**src/rtl/gzip_out_axis_bridge_pkg.sv**
```systemverilog
// Shared definitions for the gzip output AXI-Stream bridge: FSM encoding,
// default sizes and a saturating counter helper.
package gzip_out_axis_bridge_pkg;

    typedef enum logic [1:0] {
        ST_IDLE   = 2'd0,
        ST_STREAM = 2'd1,
        ST_FLUSH  = 2'd2
    } state_e;

    localparam int GZIP_BUF_DEPTH  = 4;
    localparam int GZIP_DATA_WIDTH = 32;

    function automatic logic [31:0] sat_inc32(input logic [31:0] v);
        return (v == 32'hFFFF_FFFF) ? v : v + 32'd1;
    endfunction

endpackage

```
**src/rtl/gzip_out_axis_bridge_if.sv**
```systemverilog
// Bundles the core-FIFO read port and the AXI-Stream master port of the bridge.
interface gzip_out_axis_bridge_if #(
    parameter int DATA_WIDTH = 32
);
    logic                  fifo_empty;
    logic                  fifo_rden;
    logic [DATA_WIDTH-1:0] fifo_data;
    logic                  fifo_last;

    // AXI-Stream: a beat transfers on a cycle with m_tvalid & m_tready; once
    // m_tvalid rises, m_tdata/m_tlast hold until that transfer happens.
    logic [DATA_WIDTH-1:0] m_tdata;
    logic                  m_tvalid;
    logic                  m_tready;
    logic                  m_tlast;

    modport master (
        input  fifo_empty, fifo_data, fifo_last, m_tready,
        output fifo_rden, m_tdata, m_tvalid, m_tlast
    );

    modport slave (
        output fifo_empty, fifo_data, fifo_last, m_tready,
        input  fifo_rden, m_tdata, m_tvalid, m_tlast
    );
endinterface

```
**src/rtl/gzip_skid_fifo.sv**
```systemverilog
// Small circular FIFO that absorbs the one-cycle read latency of the core
// output FIFO so the stream side can run at full rate under backpressure.
module gzip_skid_fifo #(
    parameter int DEPTH = 4,
    parameter int WIDTH = 33
) (
    input  logic                     clk,
    input  logic                     rst_n,
    input  logic                     push_i,
    input  logic [WIDTH-1:0]         push_data_i,
    input  logic                     pop_i,
    output logic [WIDTH-1:0]         head_o,
    output logic [$clog2(DEPTH):0]   occ_o
);
    localparam int AW = $clog2(DEPTH);
    localparam logic [AW:0] FULL_OCC = (AW+1)'(DEPTH);

    logic [WIDTH-1:0] mem_q [DEPTH];
    logic [AW-1:0]    wr_ptr_q, wr_ptr_d;
    logic [AW-1:0]    rd_ptr_q, rd_ptr_d;
    logic [AW:0]      occ_q, occ_d;
    logic             push_ok, pop_ok;

    // Guards keep occupancy inside [0, DEPTH] even if a caller misbehaves.
    assign pop_ok  = pop_i && (occ_q != '0);
    assign push_ok = push_i && ((occ_q != FULL_OCC) || pop_ok);

    always_comb begin
        wr_ptr_d = wr_ptr_q;
        rd_ptr_d = rd_ptr_q;
        occ_d    = occ_q;
        if (push_ok) begin
            wr_ptr_d = wr_ptr_q + AW'(1);
        end
        if (pop_ok) begin
            rd_ptr_d = rd_ptr_q + AW'(1);
        end
        case ({push_ok, pop_ok})
            2'b10:   occ_d = occ_q + (AW+1)'(1);
            2'b01:   occ_d = occ_q - (AW+1)'(1);
            default: occ_d = occ_q;
        endcase
    end

    always_ff @(posedge clk or negedge rst_n) begin
        if (!rst_n) begin
            wr_ptr_q <= '0;
            rd_ptr_q <= '0;
            occ_q    <= '0;
        end else begin
            wr_ptr_q <= wr_ptr_d;
            rd_ptr_q <= rd_ptr_d;
            occ_q    <= occ_d;
        end
    end

    always_ff @(posedge clk) begin
        if (push_ok) begin
            mem_q[wr_ptr_q] <= push_data_i;
        end
    end

    assign head_o = mem_q[rd_ptr_q];
    assign occ_o  = occ_q;

endmodule

```
**src/rtl/gzip_out_axis_bridge.sv**
```systemverilog
// Bridges the gzip core's read-latency-1 output FIFO onto an AXI-Stream master,
// keeping frames separated and reporting per-frame word counts plus an irq.
module gzip_out_axis_bridge
    import gzip_out_axis_bridge_pkg::*;
#(
    parameter int BUF_DEPTH  = GZIP_BUF_DEPTH,
    parameter int DATA_WIDTH = GZIP_DATA_WIDTH
) (
    input  logic                        clk,
    input  logic                        rst_n,
    gzip_out_axis_bridge_if.master      bus,
    output logic [31:0]                 frame_words,
    output logic [15:0]                 frame_count,
    output logic                        frame_done,
    output logic                        irq,
    input  logic                        irq_clear,
    output state_e                      state_o,
    output logic [$clog2(BUF_DEPTH):0]  occ_o
);
    localparam int OW = $clog2(BUF_DEPTH) + 1;
    localparam logic [OW-1:0] DEPTH_W = OW'(BUF_DEPTH);

    state_e              state_q, state_d;
    logic                inflight_q;
    logic                run_q;
    logic [31:0]         word_cnt_q, word_cnt_d;
    logic [31:0]         frame_words_q, frame_words_d;
    logic [15:0]         frame_count_q, frame_count_d;
    logic                frame_done_q, frame_done_d;
    logic                irq_q, irq_d;

    logic [OW-1:0]       occ;
    logic [DATA_WIDTH:0] head;
    logic                push, pop, tvalid, last_arriving, rden;

    assign tvalid        = (occ != '0);
    assign push          = inflight_q;
    assign pop           = tvalid & bus.m_tready;
    assign last_arriving = inflight_q & bus.fifo_last;

    // Reads depend only on registered state and FIFO inputs, never on
    // m_tready. The last_arriving term also stops the read that would
    // otherwise be issued in the cycle the tlast word lands, so no word of
    // the next frame can slip into the buffer behind it. run_q holds reads
    // off for the first cycle after reset release.
    assign rden = run_q
                & ~bus.fifo_empty
                & ((occ + OW'(inflight_q)) < DEPTH_W)
                & (state_q != ST_FLUSH)
                & ~last_arriving;

    gzip_skid_fifo #(
        .DEPTH (BUF_DEPTH),
        .WIDTH (DATA_WIDTH + 1)
    ) u_skid (
        .clk         (clk),
        .rst_n       (rst_n),
        .push_i      (push),
        .push_data_i ({bus.fifo_last, bus.fifo_data}),
        .pop_i       (pop),
        .head_o      (head),
        .occ_o       (occ)
    );

    // Head is masked while empty so the stream reads as zero at rest.
    assign bus.fifo_rden = rden;
    assign bus.m_tvalid  = tvalid;
    assign bus.m_tdata   = tvalid ? head[DATA_WIDTH-1:0] : '0;
    assign bus.m_tlast   = tvalid & head[DATA_WIDTH];

    always_comb begin
        state_d = state_q;
        case (state_q)
            ST_IDLE: begin
                if (push) begin
                    state_d = bus.fifo_last ? ST_FLUSH : ST_STREAM;
                end
            end
            ST_STREAM: begin
                if (push && bus.fifo_last) begin
                    state_d = ST_FLUSH;
                end
            end
            ST_FLUSH: begin
                if (pop && bus.m_tlast) begin
                    state_d = ST_IDLE;
                end
            end
            default: state_d = ST_IDLE;
        endcase
    end

    always_ff @(posedge clk or negedge rst_n) begin
        if (!rst_n) begin
            state_q <= ST_IDLE;
        end else begin
            state_q <= state_d;
        end
    end

    always_comb begin
        word_cnt_d    = word_cnt_q;
        frame_words_d = frame_words_q;
        frame_count_d = frame_count_q;
        frame_done_d  = 1'b0;
        if (pop) begin
            if (bus.m_tlast) begin
                frame_words_d = sat_inc32(word_cnt_q);
                word_cnt_d    = '0;
                frame_count_d = frame_count_q + 16'd1;
                frame_done_d  = 1'b1;
            end else begin
                word_cnt_d = sat_inc32(word_cnt_q);
            end
        end
        // A frame_done in the same cycle as irq_clear keeps the irq set.
        irq_d = frame_done_q | (irq_q & ~irq_clear);
    end

    always_ff @(posedge clk or negedge rst_n) begin
        if (!rst_n) begin
            inflight_q    <= 1'b0;
            run_q         <= 1'b0;
            word_cnt_q    <= '0;
            frame_words_q <= '0;
            frame_count_q <= '0;
            frame_done_q  <= 1'b0;
            irq_q         <= 1'b0;
        end else begin
            inflight_q    <= rden;
            run_q         <= 1'b1;
            word_cnt_q    <= word_cnt_d;
            frame_words_q <= frame_words_d;
            frame_count_q <= frame_count_d;
            frame_done_q  <= frame_done_d;
            irq_q         <= irq_d;
        end
    end

    assign frame_words = frame_words_q;
    assign frame_count = frame_count_q;
    assign frame_done  = frame_done_q;
    assign irq         = irq_q;
    assign state_o     = state_q;
    assign occ_o       = occ;

endmodule

```
**src/flat_wrapper.sv**
```systemverilog
// flat-port wrapper written by rule: the top's interface ports become plain ports
module gzip_out_axis_bridge_flat import gzip_out_axis_bridge_pkg::*;
#(
    parameter int BUF_DEPTH  = GZIP_BUF_DEPTH,
    parameter int DATA_WIDTH = GZIP_DATA_WIDTH
)
  (clk, rst_n, frame_words, frame_count, frame_done, irq, irq_clear, state_o, occ_o, bus_fifo_empty, bus_fifo_data, bus_fifo_last, bus_m_tready, bus_fifo_rden, bus_m_tdata, bus_m_tvalid, bus_m_tlast);
  gzip_out_axis_bridge_if #(.DATA_WIDTH(DATA_WIDTH)) bus_i ();
  input  logic clk;
  input  logic rst_n;
  output logic [31:0] frame_words;
  output logic [15:0] frame_count;
  output logic frame_done;
  output logic irq;
  input  logic irq_clear;
  output state_e state_o;
  output logic [$clog2(BUF_DEPTH):0] occ_o;
  input wire logic [$bits(bus_i.fifo_empty)-1:0] bus_fifo_empty;
  input wire logic [$bits(bus_i.fifo_data)-1:0] bus_fifo_data;
  input wire logic [$bits(bus_i.fifo_last)-1:0] bus_fifo_last;
  input wire logic [$bits(bus_i.m_tready)-1:0] bus_m_tready;
  output wire logic [$bits(bus_i.fifo_rden)-1:0] bus_fifo_rden;
  output wire logic [$bits(bus_i.m_tdata)-1:0] bus_m_tdata;
  output wire logic [$bits(bus_i.m_tvalid)-1:0] bus_m_tvalid;
  output wire logic [$bits(bus_i.m_tlast)-1:0] bus_m_tlast;
  assign bus_i.fifo_empty = bus_fifo_empty;
  assign bus_i.fifo_data = bus_fifo_data;
  assign bus_i.fifo_last = bus_fifo_last;
  assign bus_i.m_tready = bus_m_tready;
  assign bus_fifo_rden = bus_i.fifo_rden;
  assign bus_m_tdata = bus_i.m_tdata;
  assign bus_m_tvalid = bus_i.m_tvalid;
  assign bus_m_tlast = bus_i.m_tlast;
  gzip_out_axis_bridge #(.BUF_DEPTH(BUF_DEPTH), .DATA_WIDTH(DATA_WIDTH)) u_core (.clk(clk), .rst_n(rst_n), .bus(bus_i), .frame_words(frame_words), .frame_count(frame_count), .frame_done(frame_done), .irq(irq), .irq_clear(irq_clear), .state_o(state_o), .occ_o(occ_o));
endmodule
```
**config.mk**
```make
export PLATFORM = sky130hd
export DESIGN_NAME = gzip_out_axis_bridge_flat
export DESIGN_NICKNAME = d
export VERILOG_FILES = /design/src/rtl/gzip_out_axis_bridge_pkg.sv /design/src/rtl/gzip_out_axis_bridge_if.sv /design/src/rtl/gzip_skid_fifo.sv /design/src/rtl/gzip_out_axis_bridge.sv /design/src/flat_wrapper.sv
export SDC_FILE = /design/constraint.sdc
export NUM_CORES = 1
export LEC_CHECK = 0
export CORE_MARGIN = 2
export CORE_UTILIZATION = 40
export DETAILED_ROUTE_END_ITERATION = 8
export DONT_BUFFER_PORTS = 1
export HOLD_SLACK_MARGIN = 0.15
export MAX_ROUTING_LAYER = met4
export PLACE_DENSITY = 0.53
export SLEW_MARGIN = 20
export SYNTH_ARGS = -nofsm -noshare
export SYNTH_HDL_FRONTEND = slang
export SYNTH_SLANG_ARGS = --single-unit
```
**constraint.sdc**
```tcl
create_clock -name clk -period 2.7 [get_ports clk]
set_clock_uncertainty 0.1 [all_clocks]
set_input_delay 0 -clock clk [delete_from_list [all_inputs] [get_ports clk]]
set_output_delay 0 -clock clk [all_outputs]
set_load 0.01 [all_outputs]
```
[After elaboration in Yosys (flattened, before gate mapping)]
Memories as Yosys holds them, arrays and structs flattened.
Index checks and enable logic that the tools add are counted.
Storage, ports and cells
  register bits after elaboration: 93
  memories: 1
  RAM bits: 132
  logic and storage cells: 65
Operators by class
  equal/unequal tests: 10
  add/sub/neg operators: 7
  magnitude comparators: 1
  bitwise operators: 12
  multiplexer cells: 13
  reduce and logical (&&, ||, !) cells: 10
Memory list
  u_core.u_skid.mem_q: words 4, bits a word 33, rd ports 1, clocked after memory_dff 0, write ports 1, line gzip_skid_fifo.sv:18  | logic [WIDTH-1:0] mem_q [DEPTH];
Operators with widths (number)
  32-bit two-way mux: 3
  32-bit by 1-bit adder with 32-bit output (second input constant): 1
  32-bit == test (second input constant): 1
  16-bit by 1-bit adder with 16-bit output (second input constant): 1
  1-bit bitwise AND: 8
  2-bit two-way mux: 4
  2-bit by 1-bit != test with 1-bit output (second input constant): 3
  2-bit case mux with 3 select lines: 1
  3-bit case mux with 2 select lines: 1
  2-bit by 1-bit adder with 2-bit output (second input constant): 2
  2-bit by 1-bit == test with 1-bit output (second input constant): 2
  2-bit == test (second input constant): 2
  1-bit logical AND: 4
  1-bit two-way mux: 4
  3-bit by 1-bit adder with 3-bit output: 1
  3-bit by 1-bit adder with 3-bit output (second input constant): 1
  3-bit < comparator (second input constant): 1
  3-bit != test (second input constant): 1
  1-bit NOT: 3
  3-bit AND reduction: 1
  3-bit nonzero test: 1
  3-bit by 1-bit subtractor with 3-bit output (second input constant): 1
  2-bit logical NOT: 1
  2-bit != test (second input constant): 1
  4 further kinds: 4

[Depth between registers and ports, before layout]
  depth after elaboration: 7
  mapped depth: 8

[Modules after synthesis]
A second synthesis with hierarchy kept.
Second synthesis, totals
  cell total of the unflattened synthesis: 755
  area, all modules: 10053.4 um^2
Modules (own cells, without submodules)
  gzip_skid_fifo: area each 5252.5 um^2, times used 1, cells each 223
  gzip_out_axis_bridge: area each 4800.9 um^2, times used 1, cells each 532

[Worst setup path after synthesis]
OpenSTA, ideal clock, no wires.
  path type: register -> register
  from: register u_core.u_skid.occ_q[0], in the netlist u_core.u_skid.occ_o[0]
  to: memory u_core.u_skid.mem_q[0][0], enable pin
  stages on the path, launching flop included: 4
  slack: 0.435 ns
  data required time: 2.207 ns
  period minus slack after synthesis: 2.265 ns
  path buffers: 1
  data arrival time: 1.772 ns
  cells stage by stage: dfrtp_1 > clkbuf_1 > o41a_1 > and2_1
On the way
  longest elaborated chain between the ends: 7
Ends and longest elaborated chain
  from (decl): line gzip_skid_fifo.sv:21  | logic [AW:0] occ_q, occ_d;
  from (signal assigned): line gzip_skid_fifo.sv:49  | occ_q <= '0;
  from (signal assigned): line gzip_skid_fifo.sv:53  | occ_q <= occ_d;
  3-bit nonzero test: line gzip_skid_fifo.sv:25, gzip_out_axis_bridge.sv:36
  1-bit bitwise AND: line gzip_out_axis_bridge.sv:38  | assign pop = tvalid & bus.m_tready;
  1-bit logical AND: line gzip_skid_fifo.sv:25  | assign pop_ok = pop_i && (occ_q != '0);
  1-bit logical OR *: line gzip_skid_fifo.sv:26  | assign push_ok = push_i && ((occ_q != FULL_OCC) || pop_ok);
  1-bit logical AND *: line gzip_skid_fifo.sv:26
  1-bit two-way mux *: line gzip_skid_fifo.sv:58  | if (push_ok) begin
  1-bit two-way mux (not written as such) *: line gzip_skid_fifo.sv:59  | mem_q[wr_ptr_q] <= push_data_i;
  to (decl): line gzip_skid_fifo.sv:18
Every way passes the cells marked *; elsewhere a longest branch is shown, timed or not.

[Worst setup path after layout]
  from: register u_core.u_skid.rd_ptr_q[0]
  to: output bus_m_tdata[27]
On the way
  longest elaborated chain between the ends: 2
Ends and longest elaborated chain
  from (decl): line gzip_skid_fifo.sv:20  | logic [AW-1:0] rd_ptr_q, rd_ptr_d;
  from (signal assigned): line gzip_skid_fifo.sv:52  | rd_ptr_q <= rd_ptr_d;
  memory 4 x 33 bit
  32-bit two-way mux: line gzip_out_axis_bridge.sv:68  | assign bus.m_tdata = tvalid ? head[DATA_WIDTH-1:0] : '0;
  to (decl): line flat_wrapper.sv:23  | output wire logic [$bits(bus_i.m_tdata)-1:0] bus_m_tdata;
Every way passes these cells.

==> out/results.txt <==
Ports -> 128
global-route wire length before repair -> 34.0 mm
Static Leak -> 4.25 nW
ys flop type -> edfxtp_1
H-tree depth -> 1
Mapped Avg Cell Area -> 14.0 um2
Req. time, crit path -> 2.60 ns
TNS Setup -> 0 ns
DIE HEIGHT -> 160 um
Die Span X -> 160 um
Diodes inserted -> 0
Seq/Total Area, Yosys -> 64.5%
Power Dens Cells -> 870 nW/um2
hold slack -> 0.246 ns
Synth Instances -> 698
Remaining Overflow, GRT -> 0
Max Clock Freq -> 407 MHz
Tmin final -> 2.45 ns
CTS Sinks -> 225
Worst Hold Class -> input pin to flop
synthesized area -> 9750 um2
# setup viols final -> 0
crit path kind -> flop to primary output
relative slew slack -> 35.2%
largest net degree at the start of global routing -> 94
Synth Register Bits -> 225
worst-path cell chain -> buf_4, mux4_2, nor2b_1
layout cell share with drive strength beyond 1 -> 15.0%
crit path max fanout -> 34
Crit. End Element -> primary output
number of max-cap violations -> 0
Setup WS pre-CTS -> 0.311 ns
GP Congestion -> 0.833
input/output buffers -> 0
Detail Route Antenna Nets -> 0
gr usage total -> 17.1%
DRC Markers -> 0
crit path max-delay cell type -> buf_4
Least-Margin Pin Slew -> 0.973 ns
routed len/inst -> 18.8 um
FILL cells -> 2,159
final period utilization -> 90.9%
worst skew pair latency -> 0.52 ns
most frequent cells in the layout -> edfxtp_1, dfrtp_1, nand2_1, dlygate4sd3_1, o21ai_0
Setup WS post-layout -> 0.246 ns
Layout area overhead -> 19.3%
TritonCTS Buffers -> 25
RSZ-0062 raised after global routing -> no
Data arrival, critical path -> 2.35 ns
clk slew on worst S/H paths -> 0.06 ns
die footprint -> 25,600 um2
Final Slew Violations -> 0
NumNets Final -> 819
Max VDD drop -> 0.584 mV
initial antenna violation count -> 0
final hold viol count -> 0
Root Buffer -> clkbuf_16
Core Footprint -> 24,100 um2
status -> completed
Post-Route WL -> 20.9 mm
Vias -> 5,908
# rows -> 57
EDFF count, synth -> 132
Worst Setup Start Kind -> flop
Synth cell types -> 60
peak per-stage delay on the critical path -> 0.60 ns
number of global-route vias before repair -> 6,264
Initial DRC Count -> 321
Mapped Nets -> 743
Initial Utilization -> 40.4%
DR pass1 iterations -> 5
yosys warns -> 0
vias per inst -> 5.31
dpl hpwl -> 12.6 mm
Clock Tree Buf Depth -> 3
async set-or-reset flop fraction in the synthesized netlist -> 41.3%
CTS tree -> yes
most common cell after layout, fill and taps aside -> edfxtp_1
area by class of cell:
class,count,area [um2],area share [%]
clock inverters,8,72.6,0.624
repair buffers,87,851,7.31
well taps,324,405,3.48
clock buffers,34,711,6.11
flip-flops and latches,225,6290,54.1
inverters,12,45.0,0.387
multi-input cells,423,3250,28.0
worst paths after layout:
check                      depth (start not counted)                    endpoint  slack [ns]                       from
hold / removal                                     1  u_core.u_skid.mem_q[3][32]        0.25              bus_fifo_last
min in group asynchronous                          3       u_core.frame_count[2]        0.58                      rst_n
hold reg to reg                                    1       u_core.word_cnt_q[10]        0.42      u_core.word_cnt_q[10]
max in group asynchronous                          3   u_core.u_skid.rd_ptr_q[0]        1.57                      rst_n
setup reg to reg                                   7       u_core.word_cnt_q[30]        0.29       u_core.word_cnt_q[0]
setup / recovery                                   3             bus_m_tdata[27]        0.25  u_core.u_skid.rd_ptr_q[0]
worst max-delay path, delay by kind of cell (launching register included):
family | cells | cell delay [ns]
buffers and inverters | 1 | 0.60
DFF | 1 | 0.41
muxes | 1 | 0.60
and+or+nand+nor | 1 | 0.18
synth_stat cells (3+ instances only):
cell,n,area (um2)
ha_1,6,75.1
mux4_2,33,743
o31ai_1,17,128
xnor2_1,26,228
a31oi_1,11,68.8
clkbuf_1,21,78.8
nor2_1,18,67.6
inv_1,11,41.3
mux2i_1,3,30.0
o21ai_0,48,240
nor2b_1,34,213
nand3_2,6,60.1
a22o_1,3,26.3
nand2_1,71,267
a21oi_1,12,60.1
or3_1,4,25.0
dfrtp_1,93,2330
nand3_1,22,110
and2_1,6,37.5
and3_1,10,62.6
o21ai_1,13,65.1
nand4_1,16,100
buf_1,5,18.8
xor2_1,23,201
buf_2,7,35.0
nor4_4,4,85.1
edfxtp_1,132,3960
metrics by stage:
step	instance area, um2	instances	power, W	util, %
5_1_grt	11600	1113	0.0107	48.3
2_1_floorplan	9750	698	0.00619	-
3_5_place_dp	10100	999	0.00685	41.9
6_report	11600	1113	0.0101	48.3
4_1_cts	11600	1113	0.0103	48.3
3_3_place_gp	10100	999	0.00679	41.9
routing by layer:
layer | wire length, um | part of all wire [%] | global-route usage (%) | vias to the layer above
met2 | 9950 | 48 | 27.4 | 171
met3 | 1400 | 6.7 | 4.70 | 32
met1 | 9090 | 43 | 21.6 | 2952
met5 | 0 | 0 | - | -
li1 | - | - | - | 2753
met4 | 467 | 2.2 | 4.38 | 0
sequential cells by signal, summed over array words and instances (netlist names):
name                    count
u_core.frame_count         16
u_core.frame_done           1
u_core.frame_words         32
u_core.inflight_q           1
u_core.irq                  1
u_core.run_q                1
u_core.state_o              2
u_core.u_skid.mem_q       132
u_core.u_skid.occ_o         3
u_core.u_skid.rd_ptr_q      2
u_core.u_skid.wr_ptr_q      2
u_core.word_cnt_q          32
cells by family after synthesis:
family                     after synthesis  share of synthesized area, %
buffers and inverters                   50                          2.19
other                                    1                        0.0385
adders and majority gates                7                         0.975
xor gates and xnor gates                49                          4.40
and+or+nand+nor                        211                          12.3
DFF                                    225                          64.5
AOI/OAI and AO/OA                      118                          7.48
muxes                                   37                          8.05
repair_timing:
action	4_1_cts	5_1_grt
hold endpoints to repair	271	0
setup buffers	0	0
hold buffers	72	0
resized for setup	0	0
power breakdown:
part	leakage (nW)	internal [W]	switching, W
clock network	0.380	0.00193	0.00133
logic	1.42	0.00103	0.00150
registers	2.45	0.00399	0.000347
total	4.25	0.00695	0.00317
Note: power is estimated with default switching activity, not from simulation.
